`src/rtl/uart_apb_master.sv`:
```
// APB3 requester: turns one valid/ready request into one APB3 transfer and
// returns the completion (data, slave error or wait-state timeout) on a response channel.
module uart_apb_master #(
    parameter int APB_ADDR_WIDTH = 32,
    parameter int APB_DATA_WIDTH = 32,
    parameter int TIMEOUT_CYCLES = 16
) (
    input  logic                      i_apb_pclk,
    input  logic                      i_apb_presetn,
    input  logic                      i_req_valid,
    output logic                      o_req_ready,
    input  logic [APB_ADDR_WIDTH-1:0] i_req_addr,
    input  logic [APB_DATA_WIDTH-1:0] i_req_wdata,
    input  logic                      i_req_write,
    output logic                      o_rsp_valid,
    input  logic                      i_rsp_ready,
    output logic [APB_DATA_WIDTH-1:0] o_rsp_rdata,
    output logic                      o_rsp_err,
    output logic                      o_rsp_timeout,
    output logic [APB_ADDR_WIDTH-1:0] o_apb_paddr,
    output logic [APB_DATA_WIDTH-1:0] o_apb_pwdata,
    output logic                      o_apb_pwrite,
    output logic                      o_apb_psel,
    output logic                      o_apb_penable,
    input  logic                      i_apb_pready,
    input  logic [APB_DATA_WIDTH-1:0] i_apb_prdata,
    input  logic                      i_apb_pslverr
);

    localparam int CNT_W = (TIMEOUT_CYCLES > 0) ? $clog2(TIMEOUT_CYCLES + 1) : 1;
    localparam logic [CNT_W-1:0] CNT_LAST =
        CNT_W'((TIMEOUT_CYCLES > 0) ? TIMEOUT_CYCLES - 1 : 0);

    typedef enum logic [1:0] {
        S_IDLE,
        S_SETUP,
        S_ACCESS,
        S_RESP
    } state_t;

    state_t                    r_state;
    state_t                    w_state_nxt;
    logic [CNT_W-1:0]          r_cnt;
    logic [CNT_W-1:0]          w_cnt_nxt;

    logic                      r_req_ready,   w_req_ready_nxt;
    logic [APB_ADDR_WIDTH-1:0] r_paddr,       w_paddr_nxt;
    logic [APB_DATA_WIDTH-1:0] r_pwdata,      w_pwdata_nxt;
    logic                      r_pwrite,      w_pwrite_nxt;
    logic                      r_psel,        w_psel_nxt;
    logic                      r_penable,     w_penable_nxt;
    logic                      r_rsp_valid,   w_rsp_valid_nxt;
    logic [APB_DATA_WIDTH-1:0] r_rsp_rdata,   w_rsp_rdata_nxt;
    logic                      r_rsp_err,     w_rsp_err_nxt;
    logic                      r_rsp_timeout, w_rsp_timeout_nxt;

    logic                      w_timeout_hit;

    // The counter holds the number of pready-low ACCESS cycles already spent.
    assign w_timeout_hit = (TIMEOUT_CYCLES != 0) && (r_cnt == CNT_LAST);

    always_comb begin
        w_state_nxt       = r_state;
        w_cnt_nxt         = r_cnt;
        w_req_ready_nxt   = r_req_ready;
        w_paddr_nxt       = r_paddr;
        w_pwdata_nxt      = r_pwdata;
        w_pwrite_nxt      = r_pwrite;
        w_psel_nxt        = r_psel;
        w_penable_nxt     = r_penable;
        w_rsp_valid_nxt   = r_rsp_valid;
        w_rsp_rdata_nxt   = r_rsp_rdata;
        w_rsp_err_nxt     = r_rsp_err;
        w_rsp_timeout_nxt = r_rsp_timeout;

        case (r_state)
            S_IDLE: begin
                w_req_ready_nxt = 1'b1;
                if (i_req_valid && r_req_ready) begin
                    w_paddr_nxt     = i_req_addr;
                    w_pwdata_nxt    = i_req_wdata;
                    w_pwrite_nxt    = i_req_write;
                    w_psel_nxt      = 1'b1;
                    w_req_ready_nxt = 1'b0;
                    w_state_nxt     = S_SETUP;
                end
            end
            S_SETUP: begin
                w_penable_nxt = 1'b1;
                w_cnt_nxt     = '0;
                w_state_nxt   = S_ACCESS;
            end
            S_ACCESS: begin
                if (i_apb_pready) begin
                    w_rsp_rdata_nxt   = r_pwrite ? '0 : i_apb_prdata;
                    w_rsp_err_nxt     = i_apb_pslverr;
                    w_rsp_timeout_nxt = 1'b0;
                    w_psel_nxt        = 1'b0;
                    w_penable_nxt     = 1'b0;
                    w_rsp_valid_nxt   = 1'b1;
                    w_state_nxt       = S_RESP;
                end else if (w_timeout_hit) begin
                    w_rsp_rdata_nxt   = '0;
                    w_rsp_err_nxt     = 1'b1;
                    w_rsp_timeout_nxt = 1'b1;
                    w_psel_nxt        = 1'b0;
                    w_penable_nxt     = 1'b0;
                    w_rsp_valid_nxt   = 1'b1;
                    w_state_nxt       = S_RESP;
                end else begin
                    w_cnt_nxt = r_cnt + CNT_W'(1);
                end
            end
            S_RESP: begin
                if (i_rsp_ready) begin
                    w_rsp_valid_nxt = 1'b0;
                    w_req_ready_nxt = 1'b1;
                    w_state_nxt     = S_IDLE;
                end
            end
            default: begin
                w_state_nxt = S_IDLE;
            end
        endcase
    end

    always_ff @(posedge i_apb_pclk or negedge i_apb_presetn) begin
        if (!i_apb_presetn) begin
            r_state       <= S_IDLE;
            r_cnt         <= '0;
            r_req_ready   <= 1'b0;
            r_paddr       <= '0;
            r_pwdata      <= '0;
            r_pwrite      <= 1'b0;
            r_psel        <= 1'b0;
            r_penable     <= 1'b0;
            r_rsp_valid   <= 1'b0;
            r_rsp_rdata   <= '0;
            r_rsp_err     <= 1'b0;
            r_rsp_timeout <= 1'b0;
        end else begin
            r_state       <= w_state_nxt;
            r_cnt         <= w_cnt_nxt;
            r_req_ready   <= w_req_ready_nxt;
            r_paddr       <= w_paddr_nxt;
            r_pwdata      <= w_pwdata_nxt;
            r_pwrite      <= w_pwrite_nxt;
            r_psel        <= w_psel_nxt;
            r_penable     <= w_penable_nxt;
            r_rsp_valid   <= w_rsp_valid_nxt;
            r_rsp_rdata   <= w_rsp_rdata_nxt;
            r_rsp_err     <= w_rsp_err_nxt;
            r_rsp_timeout <= w_rsp_timeout_nxt;
        end
    end

    assign o_req_ready   = r_req_ready;
    assign o_apb_paddr   = r_paddr;
    assign o_apb_pwdata  = r_pwdata;
    assign o_apb_pwrite  = r_pwrite;
    assign o_apb_psel    = r_psel;
    assign o_apb_penable = r_penable;
    assign o_rsp_valid   = r_rsp_valid;
    assign o_rsp_rdata   = r_rsp_rdata;
    assign o_rsp_err     = r_rsp_err;
    assign o_rsp_timeout = r_rsp_timeout;

endmodule

```
`config.mk`:
```
export PLATFORM = sky130hd
export DESIGN_NAME = uart_apb_master
export DESIGN_NICKNAME = d
export VERILOG_FILES = /design/src/rtl/uart_apb_master.sv
export SDC_FILE = /design/constraint.sdc
export NUM_CORES = 1
export LEC_CHECK = 0
export ABC_AREA = 1
export CORE_ASPECT_RATIO = 2
export CORE_UTILIZATION = 40
export DETAILED_ROUTE_END_ITERATION = 10
export PLACE_DENSITY = 0.83
export SYNTH_ARGS = -nofsm -noshare
export SYNTH_HDL_FRONTEND = slang
export SYNTH_SLANG_ARGS = --single-unit
export TNS_END_PERCENT = 1
```
`constraint.sdc`:
```
create_clock -name i_apb_pclk -period 3.65 [get_ports i_apb_pclk]
set_input_delay 0.73 -clock i_apb_pclk [delete_from_list [all_inputs] [get_ports i_apb_pclk]]
set_output_delay 0.73 -clock i_apb_pclk [all_outputs]
set_load 0.02 [all_outputs]
```
Word-level counts from Yosys, hierarchy flattened
Cells that the tools add are included.

word-level totals
  input port bits = 103
  logic and storage cells = 62
  flip-flop bits (word level) = 110

operators by class
  add/subtract/negate cells = 1
  reductions and logical operators = 15
  equal/unequal tests = 9
  mux-type cells = 25

operators by type and width
  kind                   count
  $mux W32               3
  $reduce_and A3 Y1      4
  $mux W1                10
  $mux W5                2
  $pmux W5 S2            1
  $reduce_bool A2 Y1     5
  $mux W2                4
  $ne A2 B2 Y1 const B   4
  $pmux W1 S2            4
  $pmux W2 S4            1
  $reduce_and A2 Y1      4
  $add A5 B1 Y5 const B  1
  $eq A5 B4 Y1 const B   1
  $eq A2 B2 Y1 const B   2
  $ne A3 B3 Y1 const B   1
  $eq A2 B1 Y1 const B   1
  $logic_not A2 Y1       1
  $logic_and A1 B1 Y1    1

Depth between registers and ports, before layout
Gate-level depths: netlist of the first run.

  depth in word-level cells = 4
  mapped depth = 10
  gate-level depth less buffers = 10

Worst setup path after synthesis of the first run
OpenSTA, ideal clock, no wires.

  kind = reg2reg
  start = register r_cnt[0]
  end = register r_rsp_timeout, in the netlist o_rsp_timeout
  data required time = 3531 ps
  arrival = 1430 ps
  stages on the path, launching flop included = 9
  buffers on the path = 1
  setup slack = 2101 ps
  cells stage by stage = dfrtp_1 ha_1 nand2_1 nor2_1 ha_1 o21ai_2 buf_6 inv_1 o21a_1

on the way
  cells in the longest elaborated chain, start to end = 3

ends and longest elaborated chain
  item                                 RTL line  RTL
  from (decl)                          43        logic [CNT_W-1:0] r_cnt;
  from (signal assigned)               143       r_cnt <= w_cnt_nxt;
  $eq A5 B4 Y1                         60        assign w_timeout_hit = (TIMEOUT_CYCLES != 0) && (r_cnt == CNT_LAST);
  $reduce_bool A2 Y1 (no source line)  -
  $reduce_and A2 Y1 (no source line)   -
  to (signal assigned)                 153       r_rsp_timeout <= w_rsp_timeout_nxt;
  to (decl)                            55        logic r_rsp_timeout, w_rsp_timeout_nxt;

Every way passes these cells.
A chain may end at the register's enable or synchronous reset.

Final worst setup path of the first run
  start = register r_cnt[0]
  end = register r_rsp_rdata[31], in the netlist o_rsp_rdata[31]

on the way
  cells in the longest elaborated chain, start to end = 3

ends and longest elaborated chain
  item                                 RTL line  RTL
  $eq A5 B4 Y1                         60
  $reduce_bool A2 Y1 (no source line)  -
  $reduce_and A2 Y1 (no source line)   -
  to (signal assigned)                 151       r_rsp_rdata <= w_rsp_rdata_nxt;
  to (decl)                            53        logic [APB_DATA_WIDTH-1:0] r_rsp_rdata, w_rsp_rdata_nxt;

Every way passes these cells.

==> results.json, run 1 <==
{
  "numClockSinks": 110,
  "clk_pin_slew_ps": 80,
  "hold_violations": 0,
  "fin_crit_sh_pct": 60.05,
  "final_common_cell": "clkdlybuf4s50_1",
  "criticalPathCategory": "flop to flop",
  "maxCapViolCount": 0,
  "peakVddDrop_mv": 0.4733,
  "p_int_uw": 3331,
  "routedWlPerCell_um": 13.88,
  "first_pass_iters": 4,
  "crit_buf_inv": 1,
  "grt_max_degree": 58,
  "cts_hold_buf": 0,
  "drive_above_1_share_pct": 4.017,
  "worst_pin_slew_ps": 688.9,
  "max_slew_margin_pct": 54.07,
  "p_sw_share_pct": 38.91,
  "crit_family": "compound AO/OA/AOI/OAI gates",
  "ys_types": 22,
  "leakagePower_uw": 0.003294,
  "first_global_vias": 4138,
  "clock_latency_ps": 350,
  "vias": 3921,
  "max_stage_delay_ps": 470,
  "final_area_um2": 6907,
  "cp-end-kind": "flop",
  "htreeDepth": 3,
  "pwr-share-seq_pct": 36.5,
  "syn2layout_area_growth_pct": 53.38,
  "worstSetupStartpointType": "flop",
  "period_minus_slack_ps": 2192,
  "core_area_um2": 10950,
  "grt_antenna_before_repair": 0,
  "synthCells": 495,
  "drtIter0Drc": 128,
  "path_cells": "ha_1, nand2_1, nor2_1, ha_1, o21ai_4, buf_4, o21ai_0",
  "track_usage_pct": 20.81,
  "slew_violations": 0,
  "clockBufferDepth": 2,
  "status": "finished, final reports clean",
  "power_frac_clock_pct": 17.0,
  "dpl.cell_count": 821,
  "die_h_um": 152.1,
  "synth_nets": 605,
  "cts_tree": "built",
  "synth_area_leaders": "dfrtp_1, nand2_1, o21ai_0",
  "critical_path.max_fanout": 48,
  "hold_class": "primary input to asynchronous set/reset pin",
  "yosysTopAreaCellShare_pct": 61.13,
  "route.detailed.drc": 0,
  "place_area_um2": 6626,
  "root_buffer": "clkbuf_16",
  "hpwl_um": 8813,
  "p_sw_uw": 2122,
  "crit_arrival_ps": 2400,
  "grt_setup_unrepaired": "no",
  "wl_um": 11610,
  "die_w_um": 77.03,
  "nets": 802,
  "worst_path_max_delay_cell": "buf_4",
  "ys_ff_latch": 110,
  "powerDensity_nw_per_um2": 789.5,
  "yosys.area.top_type": "dfrtp_1",
  "syn_avg_cell_area_um2": 9.097,
  "grt_remaining_overflow": 0,
  "required_ps": 3860,
  "clock_skew_ps": 15.17,
  "post-cts-setup-buffers": 0,
  "fmaxAchievable_mhz": 456.3,
  "ant_nets": 0,
  "ys_warn_count": 0,
  "gp_congestion": 0.7646,
  "insertedDiodeCount": 0,
  "num_rows": 54,
  "fin_util_pct": 63.10,
  "numCtsBuffers": 9,
  "cpMostUsedCell": "ha_1",
  "layout_common_cells": "clkdlybuf4s50_1, nand2_1, dfrtp_1",
  "via_per_inst": 4.685,
  "fin_cells": 837,
  "io_buffer_count": 205,
  "setup_viol": 0,
  "cts_resized": 0,
  "fp.dieArea_um2": 11710,
  "grt_first_pass_wirelength_um": 19320,
  "syn_area_um2": 4503,
  "fin_tns_setup_ps": 0,
  "start_util_pct": 41.14,
  "io_pins": 206,
  "yosysSeqAreaShare_pct": 61.13,
  "combinationalPowerShare_pct": 46.5
}
==> kinds of logic (layout without fill, tap and decap cells) <==
family          Yosys count  after routing  synth area share (%)
simple gates            166            166                 14.56
fa+ha+maj                 7              7                 1.945
flops                   110            110                 61.13
compound gates          109            109                 12.28
buf+inv                 103            305                 10.09
==> synth_stat cells (all sizes together) <==
library cell,instances
o22ai,1
o21a,1
o21ai,106
dfrtp,110
nor2,6
nand2,151
or2,1
ha,7
a21oi,1
inv,78
nand3,6
clkbuf,6
nand4,2
buf,19
==> layer usage <==
layer,vias up,track usage [%],routed length (um)
li1,1912,-,-
met1,1804,22.23,4253
met2,177,38.10,6216
met3,28,4.024,760
met4,0,10.51,383
met5,-,0,0
==> sequential cells by signal, summed over array words and instances (netlist names), 2 cells and up <==
signal,cells
o_apb_paddr,32
o_apb_pwdata,32
o_rsp_rdata,32
r_cnt,5
r_state,2
==> stage by stage <==
stage                     hold slack (ps)  setup slack, ps  power, uW
after floorplan                     434.4             2101       3293
after global placement              463.6             1231       4455
after detailed placement            476.3             1184       4568
after CTS                           448.7             1467       5519
after global routing                486.0             1265       5806
final                               435.4             1458       5453
==> final timing paths <==
kind | startpoint | endpoint | slack [ps] | cells after the start
setup / recovery | r_cnt[0] | o_rsp_rdata[31] | 1460 | 7
hold / removal | i_apb_presetn | o_apb_pwdata[29] | 440 | 1
setup reg to reg | r_cnt[0] | o_rsp_rdata[31] | 1460 | 7
hold reg to reg | o_apb_pwdata[11] | o_apb_pwdata[11] | 490 | 2
max in group asynchronous | i_apb_presetn | o_rsp_rdata[16] | 2320 | 2
min in group i_apb_pclk | o_apb_pwdata[11] | o_apb_pwdata[11] | 490 | 2
==> area by class of cell <==
| cell class | count | area, um^2 |
|---|---|---|
| inverter | 78 | 292.8 |
| fill | 917 | 4039 |
| sequential | 110 | 2753 |
| clock buffer | 10 | 229.0 |
| tap | 140 | 175.2 |
| clock inverter | 6 | 51.30 |
| multi-input combinational | 282 | 1311 |
| timing repair buffer | 211 | 2095 |
==> power by group through the flow <==
stage / clock (uW) / sequential, uW / combinational (uW)
4_1_cts: 959 / 1990 / 2570
6_report: 927 / 1990 / 2540
3_5_place_dp: 0 / 2010 / 2560
5_1_grt: 1000 / 2050 / 2750
2_1_floorplan: 0 / 2530 / 763
3_3_place_gp: 0 / 1980 / 2480
(Power assumes the default switching activity.)
==> run 2: changes to the inputs <==
==> constraint.sdc (replaced) <==
create_clock -name i_apb_pclk -period 2.1 [get_ports i_apb_pclk]
set_input_delay 0.42 -clock i_apb_pclk [delete_from_list [all_inputs] [get_ports i_apb_pclk]]
set_output_delay 0.42 -clock i_apb_pclk [all_outputs]
set_load 0.02 [all_outputs]
==> results.json, run 2 (synthesized netlist as in run 1, its figures left out) <==
{
  "worstSetupStartpointType": "flop",
  "highest_layer": "met4",
  "cts_resized": 0,
  "route.detailed.drc": 0,
  "required_ps": 1680,
  "gp_congestion": 0.7423,
  "path_cells": "clkdlybuf4s50_1",
  "hold_class": "primary input to asynchronous set/reset pin",
  "cts_tree": "built",
  "drtIter0Drc": 158,
  "total_power_uw": 9546,
  "clk_pin_slew_ps": 70,
  "holdWs_ps": 480.5,
  "die_h_um": 152.1,
  "fmaxAchievable_mhz": 543.6,
  "io_buffer_count": 205,
  "register_area_um2": 2753,
  "nets": 805,
  "htreeDepth": 3,
  "powerDensity_nw_per_um2": 1364,
  "fp.dieArea_um2": 11710,
  "worst_path_max_delay_cell": "clkdlybuf4s50_1",
  "clockBufferDepth": 2,
  "hpwl_um": 8759,
  "via_per_inst": 4.685,
  "syn2layout_area_growth_pct": 55.38,
  "final_common_cell": "clkdlybuf4s50_1",
  "max_stage_delay_ps": 650,
  "routedWlPerCell_um": 13.85,
  "status": "finished, final reports clean",
  "grt_first_pass_wirelength_um": 19030,
  "hold_violations": 0,
  "wl_met2_um": 6223,
  "max_slew_margin_pct": 72.98,
  "clock_skew_ps": 14.65,
  "crit_buf_inv": 1,
  "critical_path.max_fanout": 4,
  "num_rows": 54,
  "fin_crit_sh_pct": 87.60,
  "leakagePower_uw": 0.003335,
  "fillers": 887,
  "worst_pin_slew_ps": 405.4,
  "crit_arrival_ps": 1420,
  "first_global_vias": 4082,
  "clock_latency_ps": 350,
  "period_minus_slack_ps": 1840,
  "layout_common_cells": "clkdlybuf4s50_1, nand2_1, dfrtp_1",
  "fin_tns_setup_ps": 0,
  "first_pass_iters": 4,
  "cp.depth": 1,
  "vias": 3935,
  "numClockSinks": 110,
  "insertedDiodeCount": 0,
  "grt_max_degree": 69,
  "drive_above_1_share_pct": 4.429,
  "core_area_um2": 10950,
  "root_buffer": "clkbuf_16",
  "setup_viol": 0,
  "maxCapViolCount": 0,
  "ant_nets": 0,
  "numCtsBuffers": 9,
  "grt_setup_unrepaired": "no",
  "criticalPathCategory": "flop to output port",
  "start_util_pct": 41.14,
  "slew_violations": 0,
  "io_pins": 206,
  "r2r_cells": 10,
  "track_usage_pct": 20.57,
  "peakVddDrop_mv": 0.8645,
  "crit_family": "buffers and inverters",
  "grt_remaining_overflow": 0,
  "met3_length_um": 873,
  "wl_um": 11630,
  "grt_antenna_before_repair": 0,
  "met1Wirelength_um": 4269,
  "cp-end-kind": "output port",
  "multiInputGateArea_um2": 1311,
  "die_w_um": 77.03
}
## run 2: changes by cell type in the layout (fill, tap and decap cells not counted)
cell,previous run,this run
clkbuf_1,1,0
clkbuf_8,0,1
clkinvlp_4,0,1
buf_4,7,4
inv_6,3,2
inv_8,1,0
dlygate4sd3_1,0,1
clkinv_2,1,2
buf_12,0,5
## run 2: area by class of cell
type | count | share of cell area [%]
repair buffers | 214 | 31.19
clock inverters | 6 | 0.6259
clock buffers | 10 | 3.416
multi-input cells | 282 | 18.74
flip-flops and latches | 110 | 39.34
inverters | 78 | 4.185
well taps | 140 | 2.504
## run 2: report_power, final
group | total (uW) | switching, uW | internal (uW)
Clock | 1600 | 758 | 844
Combinational | 4490 | 2420 | 2070
Sequential | 3460 | 502 | 2950
## run 2: through the flow
step	instance area, um^2	cells	worst slack (ps)	util, %
final	6997	840	260.3	63.92
after global routing	6997	840	149.3	63.92
after CTS	6997	840	243.2	63.92
after detailed placement	6704	823	329.1	61.25
after global placement	6704	823	377.0	61.25
after floorplan	4503	495	550.7	-
## run 2: routing by layer
metal  GRT usage, %  up-vias
met4          8.176        0
li1               -     1929
met5              0        -
met3          5.586       21
met1          21.30     1805
met2          38.27      180
## run 2: path summary, 6_finish.rpt
check	startpoint	end	slack [ps]
min in group i_apb_pclk	o_apb_pwdata[23]	o_apb_pwdata[23]	480
max in group asynchronous	i_apb_presetn	o_apb_pwdata[13]	1080
hold reg to reg	o_apb_pwdata[23]	o_apb_pwdata[23]	480
setup / recovery	o_req_ready	o_req_ready	260
setup reg to reg	r_cnt[0]	r_cnt[0]	310
hold / removal	i_apb_presetn	o_rsp_rdata[28]	480
## run 2: repair_timing
action / in CTS / in global routing
setup buffers: 0 / 0
hold buffers: 1 / 0
endpoints found under the hold margin: 11 / 0
==> run 3: changes to the inputs <==
--- a/config.mk
+++ b/config.mk
@@ -9,6 +9,7 @@
 export CORE_ASPECT_RATIO = 2
 export CORE_UTILIZATION = 40
 export DETAILED_ROUTE_END_ITERATION = 10
+export HOLD_SLACK_MARGIN = 0.15
 export PLACE_DENSITY = 0.83
 export SYNTH_ARGS = -nofsm -noshare
 export SYNTH_HDL_FRONTEND = slang
==> results of run 3 <==
The final DEF is identical to that of run 2; final timing and power are the same.
